### src/rtl/ctrl_fsm.sv
// rtl/ctrl_fsm.sv - multi-cycle RV32I control FSM with memory-wait timeout; optional mul/div via CTRL_MULDIV_EN
module ctrl_fsm #(
  parameter int TIMEOUT   = 15,
  parameter int INSTRET_W = 32
) (
  input  logic                 clk,
  input  logic                 reset,
  input  logic [6:0]           opcode,
  input  logic [2:0]           funct3,
  input  logic                 bit20,
  input  logic                 bit25,
  input  logic                 bit30,
  input  logic                 cmp_out,
  input  logic                 mem_ready,
  input  logic                 md_done,
  output logic [2:0]           state,
  output logic                 halt,
  output logic                 trap,
  output logic                 pc_enable,
  output logic                 pc_load,
  output logic                 reg_re,
  output logic                 reg_we,
  output logic                 target_load,
  output logic                 inst_load,
  output logic                 alu_sel1,
  output logic                 alu_sel2,
  output logic [4:0]           alu_op,
  output logic [1:0]           wd_sel,
  output logic                 mem_valid,
  output logic                 mem_addr_sel,
  output logic [2:0]           mem_read_op,
  output logic [1:0]           mem_write_op,
  output logic                 md_start,
  output logic [INSTRET_W-1:0] instret
);

  localparam logic [2:0] S_FETCH  = 3'd0;
  localparam logic [2:0] S_DECODE = 3'd1;
  localparam logic [2:0] S_EXEC   = 3'd2;
  localparam logic [2:0] S_MEM    = 3'd3;
  localparam logic [2:0] S_WB     = 3'd4;
  localparam logic [2:0] S_HALT   = 3'd5;
  localparam logic [2:0] S_TRAP   = 3'd6;

  localparam logic [7:0] WAIT_LAST = 8'(TIMEOUT - 1);

  logic [2:0] state_next;
  logic [7:0] wait_cnt;
  logic is_lui, is_auipc, is_jal, is_jalr, is_branch, is_load, is_store;
  logic is_op_imm, is_op, is_fence, is_system, is_valid, is_md;
  logic mem_wait, timed_out;

  assign is_lui    = (opcode == 7'b0110111);
  assign is_auipc  = (opcode == 7'b0010111);
  assign is_jal    = (opcode == 7'b1101111);
  assign is_jalr   = (opcode == 7'b1100111);
  assign is_branch = (opcode == 7'b1100011);
  assign is_load   = (opcode == 7'b0000011);
  assign is_store  = (opcode == 7'b0100011);
  assign is_op_imm = (opcode == 7'b0010011);
  assign is_op     = (opcode == 7'b0110011);
  assign is_fence  = (opcode == 7'b0001111);
  assign is_system = (opcode == 7'b1110011);
  assign is_valid  = is_lui | is_auipc | is_jal | is_jalr | is_branch | is_load |
                     is_store | is_op_imm | is_op | is_fence | is_system;

`ifdef CTRL_MULDIV_EN
  logic md_busy;
  assign is_md    = is_op & bit25;
  assign md_start = (state == S_EXEC) & is_md & ~md_busy;
`else
  logic unused_md;
  assign is_md     = 1'b0;
  assign md_start  = 1'b0;
  assign unused_md = md_done ^ bit25;
`endif

  // The wait counter only moves in FETCH/MEM; every other state parks it at zero.
  assign mem_wait  = (state == S_FETCH) | (state == S_MEM);
  assign timed_out = mem_wait & ~mem_ready & (wait_cnt == WAIT_LAST);

  always_ff @(posedge clk) begin
    if (reset) begin
      state    <= S_FETCH;
      wait_cnt <= 8'd0;
      instret  <= '0;
`ifdef CTRL_MULDIV_EN
      md_busy  <= 1'b0;
`endif
    end else begin
      state    <= state_next;
      wait_cnt <= (mem_wait & ~mem_ready) ? wait_cnt + 8'd1 : 8'd0;
      if (state == S_WB)
        instret <= instret + INSTRET_W'(1);
`ifdef CTRL_MULDIV_EN
      md_busy  <= (state == S_EXEC) & (state_next == S_EXEC);
`endif
    end
  end

  always_comb begin
    state_next = state;
    case (state)
      S_FETCH:  if (mem_ready) state_next = S_DECODE;
                else if (timed_out) state_next = S_TRAP;
      S_DECODE: state_next = S_EXEC;
      S_EXEC: begin
        if (is_system & bit20)          state_next = S_HALT;
        else if (!is_valid)             state_next = S_TRAP;
        else if (is_md & ~md_done)      state_next = S_EXEC;
        else if (is_load | is_store)    state_next = S_MEM;
        else                            state_next = S_WB;
      end
      S_MEM:    if (mem_ready) state_next = S_WB;
                else if (timed_out) state_next = S_TRAP;
      S_WB:     state_next = S_FETCH;
      S_HALT:   state_next = S_HALT;
      default:  state_next = S_TRAP;
    endcase
  end

  always_comb begin
    halt         = 1'b0;
    trap         = 1'b0;
    pc_enable    = 1'b0;
    pc_load      = 1'b0;
    reg_re       = 1'b0;
    reg_we       = 1'b0;
    target_load  = 1'b0;
    inst_load    = 1'b0;
    alu_sel1     = 1'b0;
    alu_sel2     = 1'b0;
    alu_op       = 5'd0;
    mem_valid    = 1'b0;
    mem_addr_sel = 1'b0;
    mem_read_op  = 3'b011;
    mem_write_op = 2'b11;
    wd_sel       = is_md ? 2'b10 : (is_jal | is_jalr) ? 2'b01 : is_load ? 2'b11 : 2'b00;
    case (state)
      S_FETCH: begin
        mem_valid   = 1'b1;
        mem_read_op = 3'b010;
        inst_load   = mem_ready;
      end
      S_DECODE: begin
        reg_re      = 1'b1;
        target_load = 1'b1;
        alu_sel1    = 1'b1;
        alu_sel2    = 1'b1;
      end
      S_EXEC: begin
        alu_sel2    = is_load | is_store | is_jalr;
        target_load = is_jalr;
      end
      S_MEM: begin
        mem_valid    = 1'b1;
        mem_addr_sel = 1'b1;
        if (is_load)  mem_read_op  = funct3;
        if (is_store) mem_write_op = funct3[1:0];
      end
      S_WB: begin
        pc_enable = 1'b1;
        pc_load   = is_jal | is_jalr | (is_branch & cmp_out);
        reg_we    = is_op_imm | is_lui | is_auipc | is_op | is_jal | is_jalr | is_load;
        alu_sel1  = is_auipc;
        alu_sel2  = is_auipc | is_op_imm | is_lui;
        if (is_op | (is_op_imm & (funct3 == 3'b101))) alu_op = {1'b0, bit30, funct3};
        else if (is_op_imm)                          alu_op = {2'b00, funct3};
        else if (is_branch)                          alu_op = {2'b10, funct3};
      end
      S_HALT:  halt = 1'b1;
      default: trap = 1'b1;
    endcase
  end

endmodule

### config.mk
export PLATFORM = sky130hd
export DESIGN_NAME = ctrl_fsm
export DESIGN_NICKNAME = d
export VERILOG_FILES = /design/src/rtl/ctrl_fsm.sv
export SDC_FILE = /design/constraint.sdc
export NUM_CORES = 1
export LEC_CHECK = 0
export ABC_CLOCK_PERIOD_IN_PS = 2800
export BUFFER_PORTS_ARGS = -buffer_cell sky130_fd_sc_hd__buf_4
export CORE_UTILIZATION = 23
export DETAILED_ROUTE_END_ITERATION = 6
export GPL_ROUTABILITY_DRIVEN = 0
export GPL_TIMING_DRIVEN = 0
export PLACE_DENSITY = 0.53
export SLEW_MARGIN = 20
export SYNTH_ARGS = -nofsm -noshare
export SYNTH_HDL_FRONTEND = slang
export SYNTH_SLANG_ARGS = --single-unit
export TNS_END_PERCENT = 20
### constraint.sdc
create_clock -name clk -period 2.8 [get_ports clk]
set_input_delay 0.56 -clock clk [delete_from_list [all_inputs] [get_ports clk]]
set_output_delay 0.56 -clock clk [all_outputs]
set_load 0.01 [all_outputs]
== Yosys cells after proc, flatten, opt, wreduce, memory -nomap -nowiden ==
Index checks and enable logic that the tools add are counted.

* Flip-flop bits (word level): 43
* Output and inout bits: 60

* Add/subtract/negate cells: 2
* Bitwise operators: 31
* Reduce and logical (&&, ||, !) cells: 4
* Multiplexer cells: 29
* Equal/unequal tests: 18

{| class="wikitable"
|+ Operators by type and width
! cell !! count
|-
| $add 32x1->32 const B || 1
|-
| $eq 7x7->1 const B || 4
|-
| $or 1x1->1 || 24
|-
| $eq 7x6->1 const B || 3
|-
| $mux 3 || 7
|-
| $mux 5 || 4
|-
| $pmux 3 s6 || 1
|-
| $eq 7x5->1 const B || 2
|-
| $eq 3x3->1 const B || 3
|-
| $mux 1 || 9
|-
| $add 8x1->8 const B || 1
|-
| $eq 8x4->1 const B || 1
|-
| $mux 2 || 4
|-
| $eq 7x2->1 const B || 1
|-
| $eq 7x4->1 const B || 1
|-
| $eq 3x2->1 const B || 2
|-
| $pmux 3 s2 || 1
|-
| $reduce_or 6->1 || 1
|-
| $and 1x1->1 || 5
|-
| $pmux 1 s2 || 2
|-
| $reduce_or 2->1 || 2
|-
| $eq 3x1->1 const B || 1
|-
| $logic_not 3->1 || 1
|-
| $pmux 1 s3 || 1
|-
| $not 1->1 || 2
|}

== Longest topological paths before layout ==
* Depth after elaboration: 14
* Depth in mapped cells: 8
* Gate-level depth less buffers: 6

== Worst setup path before layout ==
No wires, ideal clock.

* Path type: input -> output
* Start: input port opcode[3]
* End: output port mem_read_op[2]
* Data required time: 2.240 ns
* Buffers on the path: 0
* Setup slack: 0.554 ns
* Data arrival time: 1.686 ns
* Cell stages on the path: 4
* Cell sequence: nor4bb_1 nand2_1 nor2_1 and3_1

* Cells in the longest elaborated chain, start to end: 3

{| class="wikitable"
|+ Ends and longest elaborated chain
! item !! line !! text
|-
| start: declaration || 8 || <nowiki>input logic [6:0] opcode,</nowiki>
|-
| $eq 7x2->1 || 58 || <nowiki>assign is_load = (opcode == 7'b0000011);</nowiki>
|-
| $mux 3 || 158 || <nowiki>if (is_load) mem_read_op = funct3;</nowiki>
|-
| $pmux 3 s2 || 139 || <nowiki>case (state)</nowiki>
|-
| end: declaration || 31 || <nowiki>output logic [2:0] mem_read_op,</nowiki>
|}

No other way between the ends.

== Worst setup path in the final report ==
* Start: register state[2]
* End: output port alu_op[2]

* Cells in the longest elaborated chain, start to end: 2

{| class="wikitable"
|+ Ends and longest elaborated chain
! item !! line !! text
|-
| start: declaration || 16 || <nowiki>output logic [2:0] state,</nowiki>
|-
| start signal: assignment || 91 || <nowiki>state <= state_next;</nowiki>
|-
| $eq 3x3->1 || 139 ||
|-
| $mux 5 || 139 ||
|-
| end: declaration || 27 || <nowiki>output logic [4:0] alu_op,</nowiki>
|}

No other way between the ends.

==> flow_summary.yaml <==
run_status:
  status: "completed"
pwr:
  power.internal_mw: 0.990
  p_seq_share_pct: 46.8
  leakagePower_nw: 1.24
  switching_share_pct: 26.7
  pwr-share-clk_pct: 36.0
  power_switching_mw: 0.361
  combPwrFrac_pct: 17.2
  p_total_mw: 1.35
  p_per_area_nw_per_um2: 417
  ir_drop_uv: 169
timing:
  tightest_slew_ps: 721
  setup_violations: 0
  hold_viol: 0
  maxSlewHeadroom_pct: 50.7
  fin_tns_setup_ps: 0
  fin_skew_ps: 13.4
  period_minus_slack_ps: 2580
  period_share_pct: 92.1
  rsz0062_at_grt: "false"
  max_freq_mhz: 388
  drv_slew: 0
setup_path:
  r2r-end: "instret[29]"
  ff2ff_setup_slack_ps: 410
  r2r_cells: 7
  path_max_fanout: 10
  cp_data_required_time_ps: 2240
  critPathLaunchType: "flop"
  startpoint: "state[2]"
  r2r-start: "state[0]"
  path_class: "flop to output pin"
  cp.arrival_ps: 2020
  end_kind: "output pin"
finish:
  fillerInstances: 1078
  nets: 406
  drive_gt1_share_pct: 24.9
  diodes: 0
  layout_common_cells: "buf_4 (75), dfxtp_1 (43), nor2_1 (30), a21oi_1 (24), nand2_1 (23)"
  syn_to_final_growth_pct: 35.6
  layout_commonest_cell: "buf_4"
synth:
  ys_warn_count: 0
  syn_nets: 325
  synth_area_um2: 2390
  ys_types: 46
  ys_seq_elements: 43
  synth_top_cell_area_share_pct: 36.0
  yosys.area.top_type: "dfxtp_1"
  ys_async_sr_fraction_pct: 0
  synthCells: 304
  ys.flop_type: "dfxtp_1"
  syn_avg_cell_area_um2: 7.86
  synth-seq-area-share_pct: 36.0
  ys_top_cells_by_area: "dfxtp_1 (36%), a21oi_1 (5.0%), nor2_1 (4.9%)"
  synth_edf_count: 0
place:
  portBuffers: 74
  hpwl_mm: 4.96
routing:
  drc: 0
  wl_per_cell_um: 12.6
  drt_iter0_drc: 69
  dr.pass1.iters: 4
  vias: 2479
  totalWireLength_mm: 6.55
  vias_per_cell: 4.78
  antenna_left: 0
clocking:
  path_clk_slew_ps: 80
  cts_root_buf: "clkbuf_8"
  numCtsBuffers: 5
  cts_tree: "yes"
  clkLatencyLatePin_ps: 300
  cts_buffer_depth: 2
  ctsHoldBuffers: 0
  h-tree-depth: 2
  clock_sinks: 43
global_routing:
  grt_pass1_vias: 2267
  grt.overflow.total: 0
  grt_max_degree: 15
  grt_antenna_before_repair: 0
  grt_pass1_wl_mm: 11.1
  grtUsageTotal_pct: 12.3
worst_hold_path:
  hold_path.class: "flop to flop"
  whs_path_depth: 1
  min-delay-start: "wait_cnt[0]"
  holdPathEnd: "wait_cnt[0]"
die:
  die_h_um: 104
  fp.coreArea_um2: 9910
  start_util_pct: 24.1
  rows: 36
  ios: 78
  dieArea_um2: 10800
  die_w_um: 104
run:
  drv_cap: 0
## through the flow
stage          worst slack, ps  instances  utilization, %  cell area, um^2  hold WS (ps)
2_1_floorplan              554        304               -             2390           449
3_5_place_dp              97.5        511            31.4             3110           484
5_1_grt                   10.1        519            32.7             3240           531
3_3_place_gp              68.5        511            31.4             3110           484
4_1_cts                   69.1        519            32.6             3230           505
6_report                   221        519            32.7             3240           497
## state kept, by name, indices dropped and copies added, names as in the netlist
register  flops
wait_cnt      8
instret      32
state         3
## synth_stat cells (all sizes together) (2+ instances only)
master,number
nor4,5
or2,2
nor3,4
a21oi,24
xnor2,6
or4,14
dfxtp,43
nand2b,3
o211ai,2
o31ai,11
nor3b,2
xor2,10
nor2,31
nand4,11
inv,11
clkbuf,11
buf,7
nand2,23
and4,6
or3,11
ha,3
a31oi,3
and2,4
nor2b,4
nand3,18
o21ai,14
mux2,2
and3,6
## cells by family (layout without fill, tap and decap cells)
kind of cell    Yosys count  count (layout)  share of synthesized area, %
simple gates            148             148                          34.0
flops                    43              43                          36.0
compound gates           61              61                          15.2
buf+inv                  30             112                          6.18
mux                       2               2                         0.943
fa+ha+maj                 3               3                          1.57
other cells               1               1                         0.157
xor+xnor                 16              16                          5.87
## per-layer routing
layer / part of all wire (%) / track usage, %
met2: 45 / 20.4
met5: 0 / 0
met3: 7.2 / 4.20
met1: 47 / 15.3
met4: 0.35 / 2.45
## power groups by stage
| stage | Combinational, mW | Clock (mW) | Sequential, mW |
|---|---|---|---|
| after floorplan | 0.122 | 0 | 0.649 |
| after global placement | 0.227 | 0 | 0.647 |
| after detailed placement | 0.226 | 0 | 0.647 |
| after CTS | 0.228 | 0.508 | 0.633 |
| after global routing | 0.257 | 0.539 | 0.635 |
| final | 0.232 | 0.486 | 0.633 |
## worst max-delay path, stage by stage (launching register included)
cell and delay, ps:
dfxtp_1 390, clkbuf_1 340, nand2_1 180, clkinv_1 230, nand2_1 120, a21oi_1 210
and2_1 160, buf_4 110
## how the worst max path moves through the flow
| stage | endpoint | slack [ps] | cells past startpoint |
|---|---|---|---|
| floorplan | mem_read_op[2] | 550 | 4 |
| global placement | mem_write_op[1] | 70 | 5 |
| detailed placement | mem_write_op[1] | 100 | 5 |
| CTS | alu_op[2] | 70 | 8 |
| global route | alu_op[2] | 10 | 7 |
| finish | alu_op[2] | 220 | 7 |
## what timing repair did
| item | 4_1_cts | 5_1_grt |
|---|---|---|
| resized for setup | 1 | 4 |
| setup endpoints to repair | 3 | 10 |
| buffers inserted | 0 | 0 |
## layout make-up
type | count | area (um^2) | area share, %
Multi-Input combinational cell | 231 | 1390 | 43.0
Buffer | 18 | 104 | 3.21
Timing Repair Buffer | 74 | 556 | 17.2
Sequential cell | 43 | 861 | 26.6
Clock inverter | 3 | 43.8 | 1.35
Tap cell | 133 | 166 | 5.14
Clock buffer | 5 | 68.8 | 2.13
Inverter | 12 | 45.0 | 1.39
Note: power is estimated with default switching activity, not from simulation.
